==> src/rtl/driver_update_scheduler_if.sv <==
// Bus bundle between the motor sequencer and the H-bridge update scheduler.
// The master side issues shadow writes, commit/run requests and run settings.
// The slave side (the scheduler) returns the driver pins and status.
interface driver_update_scheduler_if #(
  parameter int NUM_OF_DRIVERS = 8,
  parameter int ADDR_W         = 3,
  parameter int CNT_W          = 8,
  parameter int REP_W          = 8
) ();

  logic                        cmd_valid;
  logic                        cmd_ready;
  logic [ADDR_W-1:0]           cmd_addr;
  logic [CNT_W-1:0]            cmd_duty;
  logic                        cmd_dir;
  logic                        cmd_en;
  logic                        latch_data;
  logic                        control_trigger;
  logic [CNT_W-1:0]            period;
  logic [REP_W-1:0]            repeat_count;
  logic [2*NUM_OF_DRIVERS-1:0] driver_io;
  logic                        busy;
  logic                        update_cycle_complete;

  modport master (
    output cmd_valid, cmd_addr, cmd_duty, cmd_dir, cmd_en,
    output latch_data, control_trigger, period, repeat_count,
    input  cmd_ready, driver_io, busy, update_cycle_complete
  );

  modport slave (
    input  cmd_valid, cmd_addr, cmd_duty, cmd_dir, cmd_en,
    input  latch_data, control_trigger, period, repeat_count,
    output cmd_ready, driver_io, busy, update_cycle_complete
  );

endinterface

==> src/rtl/driver_update_scheduler.sv <==
// Update scheduler for the H-bridge driver pins of the motor sequencer.
// Per-driver settings land in shadow registers; a latch edge copies them into
// the active set one driver per cycle; a trigger edge plays period*repeat_count
// PWM cycles on every enabled driver, then pulses update_cycle_complete.
module driver_update_scheduler #(
  parameter int NUM_OF_DRIVERS = 8,
  parameter int ADDR_W         = 3,
  parameter int CNT_W          = 8,
  parameter int REP_W          = 8
) (
  input logic                      clock,
  input logic                      reset,
  driver_update_scheduler_if.slave bus
);

  typedef enum logic [1:0] {
    ST_IDLE   = 2'd0,
    ST_COMMIT = 2'd1,
    ST_RUN    = 2'd2,
    ST_DONE   = 2'd3
  } state_t;

  localparam logic [ADDR_W:0]   NUM_ADDR = (ADDR_W+1)'(NUM_OF_DRIVERS);
  localparam logic [ADDR_W-1:0] LAST_IDX = ADDR_W'(NUM_OF_DRIVERS - 1);
  localparam logic [CNT_W-1:0]  CNT_ZERO = {CNT_W{1'b0}};
  localparam logic [REP_W-1:0]  REP_ZERO = {REP_W{1'b0}};
  localparam logic [2*NUM_OF_DRIVERS-1:0] IO_ZERO = {(2*NUM_OF_DRIVERS){1'b0}};

  // Pin pair for one driver; the two legs are never driven high together.
  function automatic logic [1:0] pair_code(input logic en, input logic dir, input logic on);
    logic [1:0] code;
    if (en && on) begin
      code = dir ? 2'b01 : 2'b10;
    end else begin
      code = 2'b00;
    end
    return code;
  endfunction

  state_t                      state_r;
  logic [ADDR_W-1:0]           idx_r;
  logic [CNT_W-1:0]            per_r;
  logic [CNT_W-1:0]            pwm_cnt_r;
  logic [REP_W-1:0]            rep_r;
  logic [REP_W-1:0]            rep_cnt_r;
  logic                        latch_prev_r;
  logic                        trig_prev_r;
  logic [2*NUM_OF_DRIVERS-1:0] driver_io_r;
  logic                        busy_r;
  logic                        complete_r;

  logic [CNT_W-1:0]            sh_duty_r  [NUM_OF_DRIVERS];
  logic [NUM_OF_DRIVERS-1:0]   sh_dir_r;
  logic [NUM_OF_DRIVERS-1:0]   sh_en_r;
  logic [CNT_W-1:0]            act_duty_r [NUM_OF_DRIVERS];
  logic [NUM_OF_DRIVERS-1:0]   act_dir_r;
  logic [NUM_OF_DRIVERS-1:0]   act_en_r;

  logic                        latch_edge_s;
  logic                        trig_edge_s;
  logic                        ready_s;
  logic                        cmd_fire_s;
  logic                        run_zero_s;
  logic                        frame_end_s;
  logic                        run_last_s;
  logic                        start_live_s;
  logic [CNT_W-1:0]            cnt_next_s;
  logic [2*NUM_OF_DRIVERS-1:0] pattern_s;

  // Rising-edge detection against the previous cycle's level.
  always_comb begin
    latch_edge_s = bus.latch_data & ~latch_prev_r;
    trig_edge_s  = bus.control_trigger & ~trig_prev_r;
  end

  // Shadow writes are accepted only while idle or running, never under reset.
  always_comb begin
    ready_s = 1'b0;
    if (reset) begin
      ready_s = 1'b0;
    end else if ((state_r == ST_IDLE) || (state_r == ST_RUN)) begin
      ready_s = 1'b1;
    end else begin
      ready_s = 1'b0;
    end
    cmd_fire_s = bus.cmd_valid & ready_s;
  end

  // Frame bookkeeping and the PWM count the pins will reflect next cycle.
  always_comb begin
    run_zero_s   = (per_r == CNT_ZERO) || (rep_r == REP_ZERO);
    frame_end_s  = (pwm_cnt_r == (per_r - CNT_W'(1)));
    run_last_s   = frame_end_s && (rep_cnt_r == (rep_r - REP_W'(1)));
    start_live_s = (bus.period != CNT_ZERO) && (bus.repeat_count != REP_ZERO);
    cnt_next_s   = CNT_ZERO;
    if ((state_r == ST_RUN) && !frame_end_s) begin
      cnt_next_s = pwm_cnt_r + CNT_W'(1);
    end else begin
      cnt_next_s = CNT_ZERO;
    end
  end

  // Pin pattern for every driver at the upcoming PWM count.
  always_comb begin
    pattern_s = IO_ZERO;
    for (int i = 0; i < NUM_OF_DRIVERS; i++) begin
      pattern_s[2*i +: 2] = pair_code(act_en_r[i], act_dir_r[i], cnt_next_s < act_duty_r[i]);
    end
  end

  // Edge history registers.
  always_ff @(posedge clock) begin
    if (reset) begin
      latch_prev_r <= 1'b0;
      trig_prev_r  <= 1'b0;
    end else begin
      latch_prev_r <= bus.latch_data;
      trig_prev_r  <= bus.control_trigger;
    end
  end

  // Shadow register file; out-of-range addresses are accepted and dropped.
  always_ff @(posedge clock) begin
    if (reset) begin
      for (int i = 0; i < NUM_OF_DRIVERS; i++) begin
        sh_duty_r[i] <= CNT_ZERO;
      end
      sh_dir_r <= {NUM_OF_DRIVERS{1'b0}};
      sh_en_r  <= {NUM_OF_DRIVERS{1'b0}};
    end else if (cmd_fire_s && ({1'b0, bus.cmd_addr} < NUM_ADDR)) begin
      sh_duty_r[bus.cmd_addr] <= bus.cmd_duty;
      sh_dir_r[bus.cmd_addr]  <= bus.cmd_dir;
      sh_en_r[bus.cmd_addr]   <= bus.cmd_en;
    end
  end

  // Active register file; one driver copied from shadow per COMMIT cycle.
  always_ff @(posedge clock) begin
    if (reset) begin
      for (int i = 0; i < NUM_OF_DRIVERS; i++) begin
        act_duty_r[i] <= CNT_ZERO;
      end
      act_dir_r <= {NUM_OF_DRIVERS{1'b0}};
      act_en_r  <= {NUM_OF_DRIVERS{1'b0}};
    end else if (state_r == ST_COMMIT) begin
      act_duty_r[idx_r] <= sh_duty_r[idx_r];
      act_dir_r[idx_r]  <= sh_dir_r[idx_r];
      act_en_r[idx_r]   <= sh_en_r[idx_r];
    end
  end

  // Sequencer: state, run counters and the registered pin/status outputs.
  always_ff @(posedge clock) begin
    if (reset) begin
      state_r     <= ST_IDLE;
      idx_r       <= {ADDR_W{1'b0}};
      per_r       <= CNT_ZERO;
      rep_r       <= REP_ZERO;
      pwm_cnt_r   <= CNT_ZERO;
      rep_cnt_r   <= REP_ZERO;
      driver_io_r <= IO_ZERO;
      busy_r      <= 1'b0;
      complete_r  <= 1'b0;
    end else begin
      complete_r  <= 1'b0;
      driver_io_r <= IO_ZERO;
      case (state_r)
        ST_IDLE: begin
          if (latch_edge_s) begin
            // A simultaneous trigger edge is deliberately dropped here.
            state_r <= ST_COMMIT;
            idx_r   <= {ADDR_W{1'b0}};
            busy_r  <= 1'b1;
          end else if (trig_edge_s) begin
            state_r   <= ST_RUN;
            per_r     <= bus.period;
            rep_r     <= bus.repeat_count;
            pwm_cnt_r <= CNT_ZERO;
            rep_cnt_r <= REP_ZERO;
            busy_r    <= 1'b1;
            // First frame cycle shows on the pins as soon as RUN is entered.
            driver_io_r <= start_live_s ? pattern_s : IO_ZERO;
          end else begin
            state_r <= ST_IDLE;
            busy_r  <= 1'b0;
          end
        end
        ST_COMMIT: begin
          if (idx_r == LAST_IDX) begin
            state_r <= ST_IDLE;
            idx_r   <= {ADDR_W{1'b0}};
            busy_r  <= 1'b0;
          end else begin
            state_r <= ST_COMMIT;
            idx_r   <= idx_r + ADDR_W'(1);
            busy_r  <= 1'b1;
          end
        end
        ST_RUN: begin
          busy_r <= 1'b1;
          if (run_zero_s || run_last_s) begin
            state_r    <= ST_DONE;
            complete_r <= 1'b1;
          end else begin
            state_r     <= ST_RUN;
            pwm_cnt_r   <= cnt_next_s;
            driver_io_r <= pattern_s;
            if (frame_end_s) begin
              rep_cnt_r <= rep_cnt_r + REP_W'(1);
            end else begin
              rep_cnt_r <= rep_cnt_r;
            end
          end
        end
        ST_DONE: begin
          state_r <= ST_IDLE;
          busy_r  <= 1'b0;
        end
        default: begin
          state_r <= ST_IDLE;
          busy_r  <= 1'b0;
        end
      endcase
    end
  end

  assign bus.cmd_ready             = ready_s;
  assign bus.driver_io             = driver_io_r;
  assign bus.busy                  = busy_r;
  assign bus.update_cycle_complete = complete_r;

endmodule

==> src/flat_wrapper.sv <==
// flat-port wrapper written by rule: the top's interface ports become plain ports
module driver_update_scheduler_flat 
#(
  parameter int NUM_OF_DRIVERS = 8,
  parameter int ADDR_W         = 3,
  parameter int CNT_W          = 8,
  parameter int REP_W          = 8
)
  (clock, reset, bus_cmd_valid, bus_cmd_addr, bus_cmd_duty, bus_cmd_dir, bus_cmd_en, bus_latch_data, bus_control_trigger, bus_period, bus_repeat_count, bus_cmd_ready, bus_driver_io, bus_busy, bus_update_cycle_complete);
  driver_update_scheduler_if #(.NUM_OF_DRIVERS(NUM_OF_DRIVERS), .ADDR_W(ADDR_W), .CNT_W(CNT_W), .REP_W(REP_W)) bus_i ();
  input logic clock;
  input logic reset;
  input wire logic [$bits(bus_i.cmd_valid)-1:0] bus_cmd_valid;
  input wire logic [$bits(bus_i.cmd_addr)-1:0] bus_cmd_addr;
  input wire logic [$bits(bus_i.cmd_duty)-1:0] bus_cmd_duty;
  input wire logic [$bits(bus_i.cmd_dir)-1:0] bus_cmd_dir;
  input wire logic [$bits(bus_i.cmd_en)-1:0] bus_cmd_en;
  input wire logic [$bits(bus_i.latch_data)-1:0] bus_latch_data;
  input wire logic [$bits(bus_i.control_trigger)-1:0] bus_control_trigger;
  input wire logic [$bits(bus_i.period)-1:0] bus_period;
  input wire logic [$bits(bus_i.repeat_count)-1:0] bus_repeat_count;
  output wire logic [$bits(bus_i.cmd_ready)-1:0] bus_cmd_ready;
  output wire logic [$bits(bus_i.driver_io)-1:0] bus_driver_io;
  output wire logic [$bits(bus_i.busy)-1:0] bus_busy;
  output wire logic [$bits(bus_i.update_cycle_complete)-1:0] bus_update_cycle_complete;
  assign bus_i.cmd_valid = bus_cmd_valid;
  assign bus_i.cmd_addr = bus_cmd_addr;
  assign bus_i.cmd_duty = bus_cmd_duty;
  assign bus_i.cmd_dir = bus_cmd_dir;
  assign bus_i.cmd_en = bus_cmd_en;
  assign bus_i.latch_data = bus_latch_data;
  assign bus_i.control_trigger = bus_control_trigger;
  assign bus_i.period = bus_period;
  assign bus_i.repeat_count = bus_repeat_count;
  assign bus_cmd_ready = bus_i.cmd_ready;
  assign bus_driver_io = bus_i.driver_io;
  assign bus_busy = bus_i.busy;
  assign bus_update_cycle_complete = bus_i.update_cycle_complete;
  driver_update_scheduler #(.NUM_OF_DRIVERS(NUM_OF_DRIVERS), .ADDR_W(ADDR_W), .CNT_W(CNT_W), .REP_W(REP_W)) u_core (.clock(clock), .reset(reset), .bus(bus_i));
endmodule
==> config.mk <==
export PLATFORM = sky130hd
export DESIGN_NAME = driver_update_scheduler_flat
export DESIGN_NICKNAME = d
export VERILOG_FILES = /design/src/rtl/driver_update_scheduler_if.sv /design/src/rtl/driver_update_scheduler.sv /design/src/flat_wrapper.sv
export SDC_FILE = /design/constraint.sdc
export NUM_CORES = 1
export LEC_CHECK = 0
export BUFFER_PORTS_ARGS = -buffer_cell sky130_fd_sc_hd__buf_2
export CORE_MARGIN = 2
export CORE_UTILIZATION = 62
export DETAILED_ROUTE_END_ITERATION = 16
export PLACE_DENSITY = 0.8
export SETUP_SLACK_MARGIN = 0.4
export SYNTH_ARGS = -nofsm -noshare
export SYNTH_HDL_FRONTEND = slang
export SYNTH_SLANG_ARGS = --single-unit
==> constraint.sdc <==
create_clock -name clock -period 3.85 [get_ports clock]
set_input_delay 0.385 -clock clock [delete_from_list [all_inputs] [get_ports clock]]
set_output_delay 0.385 -clock clock [all_outputs]
set_load 0.005 [all_outputs]
==> impl_metrics.yaml <==
routing:
  avgViaCountPerCell: 5.84
  dr.pass1.iters: 5
  drc: 0
  ant_nets: 0
  vias: 7714
  wl_per_cell_microns: 17.8
  drtIter0Drc: 655
  routed_wl_microns: 23500
setup_path:
  critPathArrivalTime_ps: 3650
  end_kind: "flop"
  critPathMaxStageDelay_ps: 580
  critPathSlowestCell: "or4_4"
  cp_max_fo: 9
  path_delay_family: "simple AND/OR/NAND/NOR gates"
  path_buf_inv: 1
  reg2reg_slack_ps: 590
  cp-start-kind: "flop"
  path_cells: "inv_1, ha_2, xnor2_1, a211oi_1, o211ai_1, or4_4, and3_4, ha_1, nand2_1, or3_1, a311oi_2, nor4b_1"
  critPathKind: "reg2reg"
  cp.required_ps: 4240
yosys:
  syn_area_sq_um: 10800
  yosysSeqAreaShare_pct: 52.9
  synth-edff-count: 128
  yosys_register_bits: 220
  syn_avg_cell_area_sq_um: 10.6
  synth_ff_type: "edfxtp_1"
  synth.distinct_cells: 52
  synthesis.nets: 1117
  yosys_warnings: 0
  async_flop_share_pct: 0
  syn-instance-count: 1019
floorplan:
  fp.dieH_microns: 136
  die_w_microns: 136
  dieArea_sq_um: 18400
  core_region_area_sq_um: 17100
  ioPinCount: 53
  row_count: 48
  initial_core_util_pct: 62.8
placed_design:
  dp_hpwl_microns: 15500
  io_buffers: 52
  post-place-ws_ps: 59.5
  dp.cells: 1276
  globalplace.congestion: 0.874
sta:
  maxSlewViolCount: 0
  setup_viol: 0
  worst_slack_ps: 590
  hold_viol: 0
  setup_tns_ps: 0
  tightest_slew_ps: 1040
  rsz0062_at_grt: "no"
  finalCritPeriodShare_pct: 84.7
  slew_headroom_pct: 30.4
  fmaxAchievable_ghz: 0.307
  finalCriticalPeriod_ps: 3260
  finalClockSkew_ps: 15.1
cts:
  cts_tree: "done"
  htree_num_levels: 1
  cts-root-buf: "clkbuf_16"
  cts_sinks: 220
  clk_latency_ps: 520
  clk_pin_slew_ps: 60
  cts_made_buffers: 23
  ctsLongestPathBuffers: 3
cells_and_area:
  diodes: 0
  nNetsFinal: 1178
  layout-drive-gt1-share_pct: 15.2
  final_cell_mix: "128 x edfxtp_1, 123 x nor2_1, 90 x dfxtp_1"
  finalNonFillerCells: 1322
  final.fill_count: 1226
  syn_to_final_growth_pct: 13.8
  final_common_cell: "edfxtp_1"
  multi_input_area_sq_um: 4690
  ff_latch_area_sq_um: 5690
worst_hold_path:
  hold_path.class: "in2reg"
grt:
  grt_pass1_vias: 7615
  grt_pass1_wl_microns: 37600
  antenna_found_initial: 0
  grt_overflow_total: 0
  grt_usage_pct: 26.0
  grt_max_degree: 78
status:
  outcome: "finished, final reports clean"
run:
  cap_viol_max_count: 0
power:
  leakage_nw: 4.74
  ir_worst_vdd_v: 0.000476
  p_per_area_nw_per_um2: 432
-- layout make-up --
class / count / area share (%)
timing repair buffer: 81 / 3.94
clock inverter: 7 / 0.532
clock buffer: 35 / 5.83
multi-input combinational: 669 / 38.3
sequential: 220 / 46.5
inverter: 85 / 2.61
tap: 225 / 2.30
-- worst paths after layout --
kind / start / endpoint / depth (start not counted)
setup reg to reg: u_core.per_r[0] / u_core.bus.driver_io[14] / 12
setup / recovery: u_core.per_r[0] / u_core.bus.driver_io[14] / 12
hold reg to reg: u_core.act_dir_r[6] / u_core.bus.driver_io[13] / 1
hold / removal: bus_control_trigger / u_core.trig_prev_r / 2
-- per-stage QoR --
stage	area [sq um]	total power [mW]	utilization, %	hold WS (ps)
after floorplan	10800	2.93	-	399
after global placement	11300	3.07	66.1	406
after detailed placement	11300	3.08	66.1	410
after CTS	12100	5.29	71.0	116
after global routing	12200	5.45	71.5	123
final	12200	5.28	71.5	113
-- routing by layer --
| layer | wire length (microns) | part of all wire [%] | vias to the layer above | global-route usage, % |
|---|---|---|---|---|
| met2 | 11600 | 49 | 281 | 44.9 |
| li1 | - | - | 3720 | - |
| met1 | 9750 | 41 | 3648 | 33.4 |
| met5 | 0 | 0 | - | 0 |
| met4 | 767 | 3.3 | 0 | 9.90 |
| met3 | 1370 | 5.8 | 65 | 3.63 |
-- power by group --
part           internal, mW  leakage, nW  total [mW]  switching (mW)
sequential             2.56         2.07        2.62          0.0543
clock                  1.35        0.382        2.23           0.885
combinational         0.167         2.28       0.435           0.269
-- cell families after synthesis --
kind of cell	count (synthesis)	synth area share [%]
XOR/XNOR	27	2.20
adder cells (fa/ha/maj)	64	7.45
flip-flops	220	52.9
AO/OA/AOI/OAI	146	8.88
buffers and inverters	130	4.63
multiplexers	48	6.34
AND/OR/NAND/NOR	384	17.6
-- synth_stat cells (4+ instances only) --
| cell type | number | area share [%] |
|---|---|---|
| nand2_1 | 68 | 2.4 |
| ha_1 | 64 | 7.4 |
| a21oi_1 | 46 | 2.1 |
| dfxtp_1 | 92 | 17 |
| and3_1 | 5 | 0.29 |
| mux2i_1 | 31 | 2.9 |
| or3_1 | 7 | 0.41 |
| xnor2_1 | 17 | 1.4 |
| a221o_1 | 6 | 0.56 |
| nor3b_1 | 4 | 0.28 |
| and2_1 | 67 | 3.9 |
| a21o_1 | 7 | 0.49 |
| buf_2 | 5 | 0.23 |
| o21ai_0 | 23 | 1.1 |
| o2111ai_1 | 13 | 1.1 |
| or2_2 | 9 | 0.52 |
| inv_1 | 85 | 3.0 |
| o22ai_1 | 6 | 0.35 |
| clkbuf_1 | 36 | 1.3 |
| nor2_1 | 129 | 4.5 |
| mux4_2 | 16 | 3.4 |
| nand3_1 | 18 | 0.84 |
| xor2_1 | 10 | 0.81 |
| nor4_1 | 9 | 0.52 |
| nand3b_1 | 5 | 0.35 |
| o211ai_1 | 7 | 0.49 |
| nor2b_1 | 14 | 0.81 |
| edfxtp_1 | 128 | 36 |
| a31oi_1 | 9 | 0.52 |
| nor3_1 | 26 | 1.2 |
| a211oi_1 | 12 | 0.84 |
| nand2b_1 | 12 | 0.70 |
-- repair_timing --
item,in CTS,in global routing
hold buffers,0,0
buffers inserted,2,2
gates resized for setup,12,17
pin swaps,1,4
setup endpoints to repair,16,16
No activity file was read; power rests on OpenSTA's default activity.
